[config.mk]
export PLATFORM = sky130hd
export DESIGN_NAME = stopwatch_timer
export DESIGN_NICKNAME = d
export VERILOG_FILES = /design/src/rtl/stopwatch_timer.sv
export SDC_FILE = /design/constraint.sdc
export NUM_CORES = 1
export LEC_CHECK = 0
export ABC_AREA = 0
export CORE_MARGIN = 1
export CORE_UTILIZATION = 47
export DETAILED_ROUTE_END_ITERATION = 16
export HOLD_SLACK_MARGIN = 0.02
export MAX_ROUTING_LAYER = met4
export PLACE_DENSITY = 0.78
export SYNTH_ARGS = -nofsm -noshare
export SYNTH_HDL_FRONTEND = slang
export SYNTH_SLANG_ARGS = --single-unit
[constraint.sdc]
create_clock -name clk -period 1.7 [get_ports clk]
set_clock_uncertainty 0.1 [all_clocks]
set_input_delay 0.255 -clock clk [delete_from_list [all_inputs] [get_ports clk]]
set_output_delay 0.255 -clock clk [all_outputs]
set_load 0.01 [all_outputs]
[src/rtl/stopwatch_timer.sv]
// stopwatch_timer
//   Start/stop elapsed counter that wraps from MAX back to 0.
//   A single sampled start pulse arms the counter. Counting then
//   continues on every edge until stop or reset.
//
// Parameters
//   MAX    terminal count, 1..65535. The edge after count reaches MAX
//          returns count to 0.
//
// Ports
//   clk    clock; all state updates on the rising edge
//   reset  synchronous active-low reset (count=0, IDLE)
//   start  run request, level-sampled (one-shot trigger)
//   stop   halt request, level-sampled; overrides start
//   count  elapsed count, driven straight from a register
module stopwatch_timer #(
  parameter int unsigned MAX = 99
) (
  input  logic        clk,
  input  logic        reset,
  input  logic        start,
  input  logic        stop,
  output logic [15:0] count
);

  localparam logic [15:0] MAX_C = 16'(MAX);

  typedef enum logic {
    IDLE    = 1'b0,
    RUNNING = 1'b1
  } state_e;

  state_e      state_q;
  logic [15:0] count_q;
  logic [15:0] count_d;
  logic        inc;

  // The increment happens on the same edge that samples start, which
  // gives zero latency. Holding start while RUNNING is the same as one
  // increment, so no double step can occur.
  assign inc = !stop && (start || (state_q == RUNNING));

  // Wrap to 0 instead of passing MAX. Because of this, the bits above
  // the width of MAX never become set.
  always_comb begin
    count_d = count_q;
    if (inc) begin
      count_d = (count_q == MAX_C) ? 16'd0 : count_q + 16'd1;
    end
  end

  always_ff @(posedge clk) begin
    if (!reset) begin
      state_q <= IDLE;
      count_q <= 16'd0;
    end else if (stop) begin
      // Halt and keep the count, so a later start resumes from it.
      state_q <= IDLE;
    end else if (inc) begin
      state_q <= RUNNING;
      count_q <= count_d;
    end
  end

  assign count = count_q;

endmodule

; Word-level counts from Yosys, hierarchy flattened
; Cells that the tools add are included.
[totals]
ff_bits = 17
in_bits = 4
out_inout_bits = 16
wordCells = 12
[classes]
addsub = 1
eq_ne = 1
mux = 1
bitwise_logic = 2
reduce_logical = 5
[ops]
columns = operator, n
row1 = $add 16x1->16 const B, 1
row2 = $eq 16x7->1 const B, 1
row3 = $mux 16, 1
row4 = $not 1->1, 2
row5 = $reduce_and 2->1, 1
row6 = $reduce_or 2->1, 1
row7 = $logic_and 1x1->1, 1
row8 = $logic_not 1->1, 1
row9 = $logic_or 1x1->1, 1

; Longest topological paths before layout
; Gate-level depths: netlist of the first run.
[depth]
depth_word = 3
ltp_mapped = 6
ltp_nobuf = 4

; Worst setup path before layout of the first run
; Ideal clock, no wire load.
[synth_timing]
kind = register to register
startpoint = register count_q[0] (netlist: count[0])
endpoint = register count_q[0] (netlist: count[0])
setup_time_ps = 118
arrival_ps = 1387
t_required_ps = 1482
path_slack_ps = 96
stages_incl_launch_ff = 6
path_buffers = 1
cell_sequence = dfxtp_1 > ha_1 > nand2_1 > o21ai_1 > buf_2 > nor2_1
[synth_between]
elab_chain_cells = 2
word_cells_on_any_way = 3
classes_between = add/sub (1) / eq/ne (1) / mux (1)
[synth_rtl]
columns = element, line
row1 = start: declaration, 34  ; logic [15:0] count_q;
row2 = start signal: assignment, 61  ; count_q <= count_d;
row3 = $add 16x1->16 / $eq 16x7->1 (equally long branches), 48  ; count_d = (count_q == MAX_C) ? 16'd0 : count_q + 16'd1;
row4 = $mux 16 (*), 48
; Every way passes the cells marked *; elsewhere a longest branch is shown, timed or not.
; A chain may end at the register's enable or synchronous reset.

; Final worst setup path of the first run
[layout_timing]
startpoint = register count_q[6] (netlist: count[6])
endpoint = output count[6]
[layout_lines]
columns = element, line
row1 = end: declaration, 23  ; output logic [15:0] count
; No word-level cell between the ends.

==> results of run 1 <==
## timing repair
item	CTS	global route
resized for setup	3	9
setup endpoints to repair	5	12
endpoints found under the hold margin	0	0
## stage by stage
| step | total power, W | setup WS (ns) | hold slack (ns) | setup TNS, ns | utilization, % |
|---|---|---|---|---|---|
| CTS | 0.000684 | 0.0176 | 0.412 | 0 | 74.0 |
| finish | 0.000685 | 0.0559 | 0.412 | 0 | 75.3 |
| global placement | 0.000469 | -0.227 | 0.392 | -3.08 | 72.1 |
| global route | 0.000713 | 0.0127 | 0.439 | 0 | 75.3 |
| floorplan | 0.000442 | 0.0955 | 0.277 | 0 | - |
| detailed placement | 0.000471 | -0.324 | 0.397 | -4.25 | 72.1 |
## cell families (layout without fill, tap and decap cells)
kind of cell | count (synthesis) | count (layout) | share of synthesized area, %
and+or+nand+nor | 46 | 46 | 33.5
DFF | 17 | 17 | 40.9
AOI/OAI and AO/OA | 15 | 15 | 11.3
xor gates and xnor gates | 9 | 9 | 9.47
buffers and inverters | 3 | 38 | 2.11
adders and majority gates | 1 | 1 | 1.50
muxes | 1 | 1 | 1.20
## cell usage in the layout, fill, tap and decap left out, types with 3 or more instances in the layout
cell,n
a21oi_1,4
dfxtp_1,10
nand4_1,8
buf_4,15
xor2_1,7
o21ai_0,3
dfxtp_2,7
o31ai_1,3
nand3_1,5
nand2_1,4
clkbuf_4,3
and2_1,4
nor2_1,10
clkdlybuf4s50_1,17
nor4_1,4
## per-layer routing
metal / share of wire [%] / wire length (µm) / GRT usage (%)
met1: 42 / 912 / 30.8
met2: 48 / 1040 / 38.8
met4: 3.5 / 76 / 14.5
met5: 0 / 0 / -
met3: 5.6 / 121 / 3.67
## worst max-delay path, delay by kind of cell, from the launching register on
| family | cells | cell delay [ns] |
|---|---|---|
| buffers and inverters | 2 | 0.66 |
| flip-flops | 1 | 0.34 |
## registers in the layout (all words and copies together) (netlist names)
register	count
state_q	1
count	16
## power groups by stage
stage	clock, W	combinational (W)	sequential (W)
2_1_floorplan	0	0.0000235	0.000419
3_3_place_gp	0	0.0000517	0.000417
3_5_place_dp	0	0.0000535	0.000417
4_1_cts	0.000222	0.0000541	0.000408
5_1_grt	0.000244	0.0000609	0.000409
6_report	0.000220	0.0000565	0.000408
## path summary, 6_finish.rpt
kind	endpoint	startpoint	depth (start not counted)	slack, ns
min reg2reg	count[12]	count[12]	2	0.41
max reg2reg	count[13]	count[0]	4	0.10
min	count[12]	count[12]	2	0.41
max	count[6]	count[6]	2	0.06
## cell type report
class / count / area (µm²)
multi-input combinational: 72 / 484
tap: 16 / 20.0
fill: 133 / 389
sequential: 17 / 349
clock buffer: 4 / 26.3
timing repair buffer: 34 / 308
==> summary.txt, run 1 <==
Outcome
  – Outcome: finished with violations
  – Failing checks: design-rule violations

Yosys
  – Dominant synthesized flop cell: dfxtp_1
  – Mapped Cells: 92
  – Top-area cell type share of the netlist area: 40.9%
  – Top cells by count, synth: dfxtp_1 (17), nor2_1 (10), nand4_1 (8), xor2_1 (7)
  – Seq/Total Area, Yosys: between 40% and 50%
  – Mean area per synthesized cell: around 9 µm²
  – Synth top area cells: dfxtp_1 (41%), xor2_1 (7.4%), nand4_1 (6.0%), nor2_1 (4.5%), a21oi_1 (3.0%)
  – Number of enable flip-flop cells after synthesis: 0
  – #FFs+latches synth: 17
  – Synth cell types: 28
  – Share of flip-flops with an asynchronous set or reset: 0%
  – Synthesized area: ~830 µm²
  – Synth area leader: dfxtp_1
  – Synthesized Nets: between 90 and 100
  – Ys Warns: 0
  – Most frequent cell after synthesis: dfxtp_1

Clocking
  – CTS tree: built
  – Clk slew on worst S/H paths: ~0.10 ns
  – Clk sinks: 17
  – Cts hold-fix bufs: 0
  – Skew-Pair Late Insertion Delay: 0.29 ns
  – Max Root-Sink Buffers: 2
  – Cell at the root of the clock tree: clkbuf_4
  – Num CTS Buffers: 3
  – Post-CTS setup buffer count: 0
  – CTS HTree Levels: 1

Setup path
  – Critical Path RT: 1.34 ns
  – Slowest-stage cell, CP: clkdlybuf4s50_1
  – CP Max Fanout: 4
  – Crit-path cells: buf_4 -> clkdlybuf4s50_1
  – CP startpoint kind: register
  – Critical path endpoint category: primary output
  – Setup CP Type: register to primary output
  – WP data arrival: between 1 and 1.5 ns
  – CP peak stage delay: 0.53 ns

GRT
  – Initial antenna violation count: 0
  – Gr usage total: 25.0%
  – Pin count of the biggest net entering global routing: 10
  – Vias in the first global route: 754
  – First-pass GRT wire length: approximately 3400 µm
  – Gr ovfl total: 0

Placed design
  – Dpl hpwl: roughly 1600 µm
  – I/O Buffers: 19
  – Routability cong.: ~0.82
  – Placed Area: 0.00114 mm²
  – Placed cells: between 100 and 150

Floorplanning
  – Die Area: ~0.0019 mm²
  – Core area: between 0.0015 and 0.002 mm²
  – Die height: around 44 µm
  – Initial Util: 52.8%
  – FP Rows: 14
  – Number of I/O pins: 20
  – Die X: 44.1 µm

Cells and area
  – Antenna Cells: 0
  – Layout area overhead: 42.7%
  – Final nets: approximately 130
  – Finished Cell Area: ~0.0012 mm²
  – Final Instance Count excl. Fillers: 143
  – Layout cells sized above 1: approximately a quarter

Drt
  – TritonRoute pass-1 iters: 10
  – ANT nets after route: 0
  – Routed WL: 2150 µm
  – Vias per std cell: ~6
  – DRT iter0 DRCs: 33
  – Wirelength per Cell: between 15 and 20 µm
  – DRC: 2
  – Vias: approximately 850

Timing
  – Fin. max-slew vios: 0
  – F_max: ~0.61 GHz
  – Final number of setup-violating endpoints: 0
  – Tightest Pin Transition: ~0.43 ns
  – RSZ-0062 raised after global routing: false
  – Final period util: a little over nine tenths
  – Minimum clock period: 1.64 ns
  – Final hold vios: 0
  – Worst rel slew slack: a little under three quarters

Flow run
  – Max cap viols: 0

Pwr
  – Power per cell area: slightly below 600 mW/mm²
  – VDD IR-drop max: ~0.00057 V
  – Register share of total power: about 60%
  – Comb power frac: about 8.3%
  – Leak: 0.474 nW
  – Switching Fraction: 23.3%
  – Power share of the clock group: 32.2%
  – Net Switching: between 0.00015 and 0.0002 W
  – Int Pwr: 0.000526 W

Worst hold path
  – Worst Hold Class: register to register
Note: power is estimated with default switching activity, not from simulation.
==> run 2, diff against run 1 <==
--- a/config.mk
+++ b/config.mk
@@ -11,7 +11,7 @@
 export DETAILED_ROUTE_END_ITERATION = 16
 export HOLD_SLACK_MARGIN = 0.02
 export MAX_ROUTING_LAYER = met4
-export PLACE_DENSITY = 0.78
+export PLACE_DENSITY_LB_ADDON = 0.05
 export SYNTH_ARGS = -nofsm -noshare
 export SYNTH_HDL_FRONTEND = slang
 export SYNTH_SLANG_ARGS = --single-unit
==> run 2 against run 1 <==
  * The run still ends with design-rule violations left
  * Critical path depth fell by 1
  * First-iteration DRC count did not move
  * Non-clock buffer count did not move
  * Combinational power fell by 5.3%
  * Clock power barely moved
  * Routed wire length rose by 2.7%
  * Count of clock-buffer cells in the layout fell by 1
  * Sequential share of layout area rose by 0.36 points
  * Critical path type unchanged
  * Critical endpoint is now count[10]
  * Largest cell class unchanged
==> summary.txt, run 2 (same netlist as run 1, synthesis figures left out) <==
GRT
  – Pin count of the biggest net entering global routing: 11 (+1)
  – Vias in the first global route: 791 (+4.9%)
  – Gr ovfl total: 0 (unchanged)
  – First-pass GRT wire length: 3550 µm (+3.6%)
  – Gr usage total: 25.8% (+0.77 points)
  – Initial antenna violation count: 0 (unchanged)

Placed design
  – Routability cong.: 0.814 (-1.1%)
  – Dpl hpwl: 1630 µm (-0.49%)
  – I/O Buffers: 19 (unchanged)
  – Pre-CTS WS: -0.282 ns (+0.0422 ns)

Setup path
  – Top delay family on crit path: buffers and inverters
  – CP peak stage delay: 0.58 ns (+0.05 ns)
  – R2R depth: 4 (unchanged)
  – Setup CP Type: register to primary output
  – Critical path endpoint category: primary output
  – R2R Path End: count[13]
  – Slowest-stage cell, CP: clkdlybuf4s50_1
  – Crit-path cells: clkdlybuf4s50_1
  – Worst Path Buf+Inv: 1 (-1)
  – WP data arrival: 1.33 ns (+0.04 ns)
  – R2R setup slack: 0.07 ns (-0.03 ns)
  – CP startpoint kind: register
  – Worst reg2reg path startpoint: count[0]
  – CP Max Fanout: 6 (+2)
  – Critical Path RT: 1.34 ns (about the same)

Outcome
  – Outcome: finished with violations
  – Failing checks: design-rule violations

Timing
  – Tightest Pin Transition: 0.445 ns (+0.0143 ns)
  – F_max: 0.595 GHz (-2.2%)
  – Final hold vios: 0 (unchanged)
  – Final period util: 98.9% (+2.2 points)
  – Worst rel slew slack: 70.0% (-0.96 points)
  – Final number of setup-violating endpoints: 0 (unchanged)
  – Fin. max-slew vios: 0 (unchanged)
  – PnR worst setup slack: 0.0183 ns (-0.0377 ns)
  – Setup TNS: 0 ns (unchanged)
  – Minimum clock period: 1.68 ns (+0.0377 ns)

Worst hold path
  – Hold depth: 2 (unchanged)
  – Worst Hold Class: register to register
  – Hold Crit Start: count[12]
  – Hold endpoint: count[12]

Clocking
  – Clk sinks: 17 (unchanged)
  – Clk slew on worst S/H paths: 0.11 ns (about the same)
  – CTS HTree Levels: 1 (unchanged)
  – Cts hold-fix bufs: 0 (unchanged)
  – Cell at the root of the clock tree: clkbuf_4
  – Num CTS Buffers: 3 (unchanged)
  – Max Root-Sink Buffers: 2 (unchanged)
  – Skew-Pair Late Insertion Delay: 0.29 ns (about the same)
  – CTS tree: built

Cells and area
  – Most common cell after layout, fill and taps aside: clkdlybuf4s50_1
  – Layout area overhead: 41.5%
  – Commonest cells after routing, fill and taps aside: clkdlybuf4s50_1 (19), buf_4 (15), dfxtp_1 (11)
  – Max reg flops: 16 (unchanged)
  – Antenna Cells: 0 (unchanged)
  – Final nets: 133 (unchanged)
  – FILL cells: 123 (-7.5%)
  – Layout cells sized above 1: 25.2% (unchanged)

Floorplanning
  – FP Rows: 14 (unchanged)
  – Initial Util: 52.8% (unchanged)
  – Die Area: 0.00194 mm² (unchanged)
  – Die height: 44.1 µm (unchanged)
  – Number of I/O pins: 20 (unchanged)
  – Core area: 0.00158 mm² (unchanged)
  – Die X: 44.1 µm (unchanged)

Drt
  – Wirelength per Cell: 15.4 µm (+2.7%)
  – DRT iter0 DRCs: 33 (unchanged)
  – ANT nets after route: 0 (unchanged)
  – Routed WL: 2200 µm (+2.7%)
  – Vias: 844 (-0.59%)
  – DRC: 2 (unchanged)
  – Vias per std cell: 5.90 (-0.59%)
  – TritonRoute pass-1 iters: 12 (+2)

Pwr
  – Net Switching: 0.000161 W (+0.92%)
  – Comb power frac: 7.9% (-0.4 points)
  – Switching Fraction: 23.7% (+0.45 points)
  – Register share of total power: 60.1% (+0.5 points)
  – VDD IR-drop max: 0.000393 V (-30%)
  – Leak: 0.435 nW (-8.2%)
  – Power per cell area: 576 mW/mm² (-0.17%)
  – Power share of the clock group: 32.0% (-0.2 points)
  – Int Pwr: 0.000517 W (-1.6%)

Flow run
  – Max cap viols: 0 (unchanged)
## run 2: how the worst max path moves through the flow
stage,from,endpoint,cells after the start
2_1_floorplan,count[0],count[0],5
3_3_place_gp,stop,count[10],5
3_5_place_dp,stop,count[10],5
4_1_cts,count[8],count[8],1
5_1_grt,count[10],count[10],1
6_report,count[10],count[10],1
## run 2: per-stage QoR
step	hold WS, ns	area (µm²)	utilization [%]	std cells	power [W]
floorplan	0.277	832	-	92	0.000442
global route	0.455	1180	74.7	143	0.000715
finish	0.423	1180	74.7	143	0.000678
CTS	0.428	1170	74.0	143	0.000685
global placement	0.395	1140	72.1	139	0.000468
detailed placement	0.413	1140	72.1	139	0.000471
## run 2: routing by layer
metal  up-vias  GRT usage [%]  wire length, µm
met3         6           3.67              120
met4         0           9.70               25
met1       395           32.8              945
met5         -              -                0
li1        414              -                -
met2        29           41.5             1110
## run 2: worst min-delay path, delay by kind of cell (launching register included)
kind | cells | cell delay (ns)
AOI/OAI and AO/OA | 2 | 0.13
DFF | 1 | 0.36
## run 2: power by group through the flow
stage	Combinational [W]	Clock, W	Sequential [W]
final	0.0000535	0.000217	0.000408
after global routing	0.0000577	0.000249	0.000408
after CTS	0.0000529	0.000223	0.000409
after detailed placement	0.0000524	0	0.000418
after global placement	0.0000508	0	0.000417
after floorplan	0.0000235	0	0.000419
## run 2: what timing repair did
action / in CTS / in global routing
setup endpoints to repair: 3 / 8
gates resized for setup: 3 / 6
buffers inserted: 0 / 0
pin swaps: 0 / 0
## run 2: cell type report
cell class	count	area [µm²]	share of cell area (%)
timing repair buffer	34	303	25.7
multi-input combinational	72	477	40.5
clock inverter	1	5.00	0.425
tap	16	20.0	1.70
sequential	17	350	29.8
clock buffer	3	22.5	1.91
==> run 3, diff against run 2 <==
--- a/config.mk
+++ b/config.mk
@@ -6,8 +6,9 @@
 export NUM_CORES = 1
 export LEC_CHECK = 0
 export ABC_AREA = 0
-export CORE_MARGIN = 1
-export CORE_UTILIZATION = 47
+export CORE_UTILIZATION = 50
+export CTS_BUF_LIST = sky130_fd_sc_hd__clkbuf_4 sky130_fd_sc_hd__clkbuf_8
+export CTS_CLUSTER_DIAMETER = 50
 export DETAILED_ROUTE_END_ITERATION = 16
 export HOLD_SLACK_MARGIN = 0.02
 export MAX_ROUTING_LAYER = met4
==> run 3 against run 2 <==
  * The run now ends clean
  * First-iteration DRC count fell by 21%
  * Combinational power down 6.5%
  * Count of clock-buffer cells in the layout is the same
  * Global-route usage decreased by 0.56 points
  * Sequential power barely moved
  * Die area fell by 5.7%
  * Routed wire length fell by 6.5%
  * Clock power rose by 3%
  * Highest routed layer unchanged
==> summary.txt, run 3 (same netlist as run 1, synthesis figures left out) <==
Outcome
  – Outcome: completed

GRT
  – Gr ovfl total: 0 (unchanged)
  – First-pass GRT wire length: 3430 µm (-3.5%)
  – Initial antenna violation count: 0 (unchanged)
  – Gr usage total: 25.2% (-0.56 points)
  – Vias in the first global route: 762 (-3.7%)
  – Pin count of the biggest net entering global routing: 11 (unchanged)

Drt
  – Vias: 855 (+1.3%)
  – Routed WL: 2060 µm (-6.5%)
  – DRT iter0 DRCs: 26 (-21%)
  – Wirelength per Cell: 14.6 µm (-5.2%)
  – ANT nets after route: 0 (unchanged)
  – TritonRoute pass-1 iters: 4 (-8)
  – Vias per std cell: 6.06 (+2.7%)
  – DRC: 0 (-2)

Setup path
  – Setup CP Type: register to primary output
  – Slowest-stage cell, CP: clkdlybuf4s50_1
  – R2R setup slack: 0.11 ns (+0.04 ns)
  – Worst reg2reg path startpoint: count[4]
  – Critical Path RT: 1.34 ns (about the same)
  – WP data arrival: 1.31 ns (-0.02 ns)
  – CP Max Fanout: 5 (-1)
  – R2R Path End: count[13]
  – Critical path depth in cells: 2 (+1)
  – R2R depth: 4 (unchanged)
  – Crit-path cells: buf_4 -> clkdlybuf4s50_1
  – Top delay family on crit path: buffers and inverters
  – CP startpoint kind: register
  – Worst Path Buf+Inv: 2 (+1)
  – CP peak stage delay: 0.53 ns (-0.05 ns)
  – Critical path endpoint category: primary output

Cells and area
  – Antenna Cells: 0 (unchanged)
  – Area occupied by multi-input gates: 480 µm² (+0.79%)
  – FILL cells: 120 (-2.4%)
  – Layout area overhead: 40.6%
  – Max reg flops: 16 (unchanged)
  – Final Instance Count excl. Fillers: 141 (-1.4%)
  – FF/Latch Area: 347 µm² (-1.1%)
  – Most common cell after layout, fill and taps aside: clkdlybuf4s50_1
  – Layout cells sized above 1: 24.0% (-1.2 points)
  – Final nets: 131 (-1.5%)
  – Commonest cells after routing, fill and taps aside: clkdlybuf4s50_1 (16), buf_4 (13), dfxtp_1 (12)

Placed design
  – Dpl hpwl: 1530 µm (-6.1%)
  – Placed cells: 137 (-1.4%)
  – I/O Buffers: 19 (unchanged)
  – Routability cong.: 0.831 (+2.0%)

Worst hold path
  – Worst Hold Class: register to register
  – Hold Crit Start: count[1]
  – Hold depth: 2 (unchanged)
  – Hold endpoint: count[1]

Floorplanning
  – Core area: 0.00152 mm² (-3.3%)
  – Number of I/O pins: 20 (unchanged)
  – Die Area: 0.00183 mm² (-5.7%)
  – Die height: 42.8 µm (-2.9%)
  – FP Rows: 14 (unchanged)
  – Initial Util: 54.6% (+1.8 points)
  – Die X: 42.8 µm (-2.9%)

Pwr
  – Net Switching: 0.000164 W (+2.0%)
  – Overall power: 0.000681 W (+0.46%)
  – Comb power frac: 7.3% (-0.6 points)
  – Switching Fraction: 24.1% (+0.36 points)
  – Power share of the clock group: 32.8% (+0.8 points)
  – Register share of total power: 59.9% (-0.2 points)
  – Power per cell area: 582 mW/mm² (+1.1%)
  – Leak: 0.482 nW (+11%)
  – VDD IR-drop max: 0.000409 V (+4.1%)
  – Int Pwr: 0.000517 W (about the same)

Clocking
  – Max Root-Sink Buffers: 2 (unchanged)
  – Post-CTS setup buffer count: 0 (unchanged)
  – CTS tree: built
  – Num CTS Buffers: 3 (unchanged)
  – CTS HTree Levels: 1 (unchanged)
  – Cell at the root of the clock tree: clkbuf_4
  – Skew-Pair Late Insertion Delay: 0.30 ns (about the same)
  – Clk slew on worst S/H paths: 0.10 ns (about the same)
  – Clk sinks: 17 (unchanged)
  – Cts hold-fix bufs: 0 (unchanged)

Timing
  – Tightest Pin Transition: 0.375 ns (-0.0700 ns)
  – Final number of setup-violating endpoints: 0 (unchanged)
  – Worst rel slew slack: 74.7% (+4.7 points)
  – F_max: 0.601 GHz (+1.1%)
  – Final period util: 97.8% (-1.1 points)
  – Fin. max-slew vios: 0 (unchanged)
  – RSZ-0062 raised after global routing: true
  – Final hold vios: 0 (unchanged)
  – Minimum clock period: 1.66 ns (-0.0184 ns)

Flow run
  – Max cap viols: 0 (unchanged)
## run 3: power groups by stage
stage | combinational [W] | sequential [W] | clock (W)
after floorplan | 0.0000235 | 0.000419 | 0
after detailed placement | 0.0000488 | 0.000417 | 0
after global routing | 0.0000538 | 0.000409 | 0.000241
final | 0.0000500 | 0.000408 | 0.000223
after global placement | 0.0000481 | 0.000417 | 0
after CTS | 0.0000497 | 0.000408 | 0.000225
## run 3: layout make-up
cell class,instances,area share [%]
Clock inverter,1,0.428
Tap cell,16,1.71
Multi-Input combinational cell,72,41.1
Timing Repair Buffer,32,25.2
Clock buffer,3,1.93
Sequential cell,17,29.6
## run 3: through the flow
step           hold WS [ns]  util (%)  setup TNS, ns  cell area (µm²)  setup WS (ns)
2_1_floorplan         0.277         -              0              832         0.0955
3_3_place_gp          0.389      73.6          -1.93             1120         -0.266
3_5_place_dp          0.416      73.6          -2.63             1120         -0.347
4_1_cts               0.427      75.8              0             1150        0.00517
5_1_grt               0.451      76.8       -0.00157             1170       -0.00157
6_report              0.422      76.8              0             1170         0.0367
## run 3: worst reg2reg max path, cell delays in order, from the launching register on
cell,delay (ns)
dfxtp_1,0.44
and3_4,0.27
nand3_4,0.09
or4_4,0.52
a21oi_2,0.13
## run 3: how the worst max path moves through the flow
stage | from | end
CTS | count[8] | count[8]
finish | count[3] | count[3]
global placement | stop | count[10]
global route | stop | count[11]
floorplan | count[0] | count[0]
detailed placement | stop | count[10]
## run 3: what timing repair did
| item | in CTS | in global routing |
|---|---|---|
| gates resized for setup | 3 | 8 |
| endpoints found under the hold margin | 0 | 0 |
| endpoints found under the setup margin | 3 | 10 |
## run 3: layer usage
metal  share of wire (%)  global-route usage [%]
met1                  44                    34.6
met2                  46                    37.0
met3                 7.9                    2.98
met4                 2.5                    11.3
met5                   0                       -
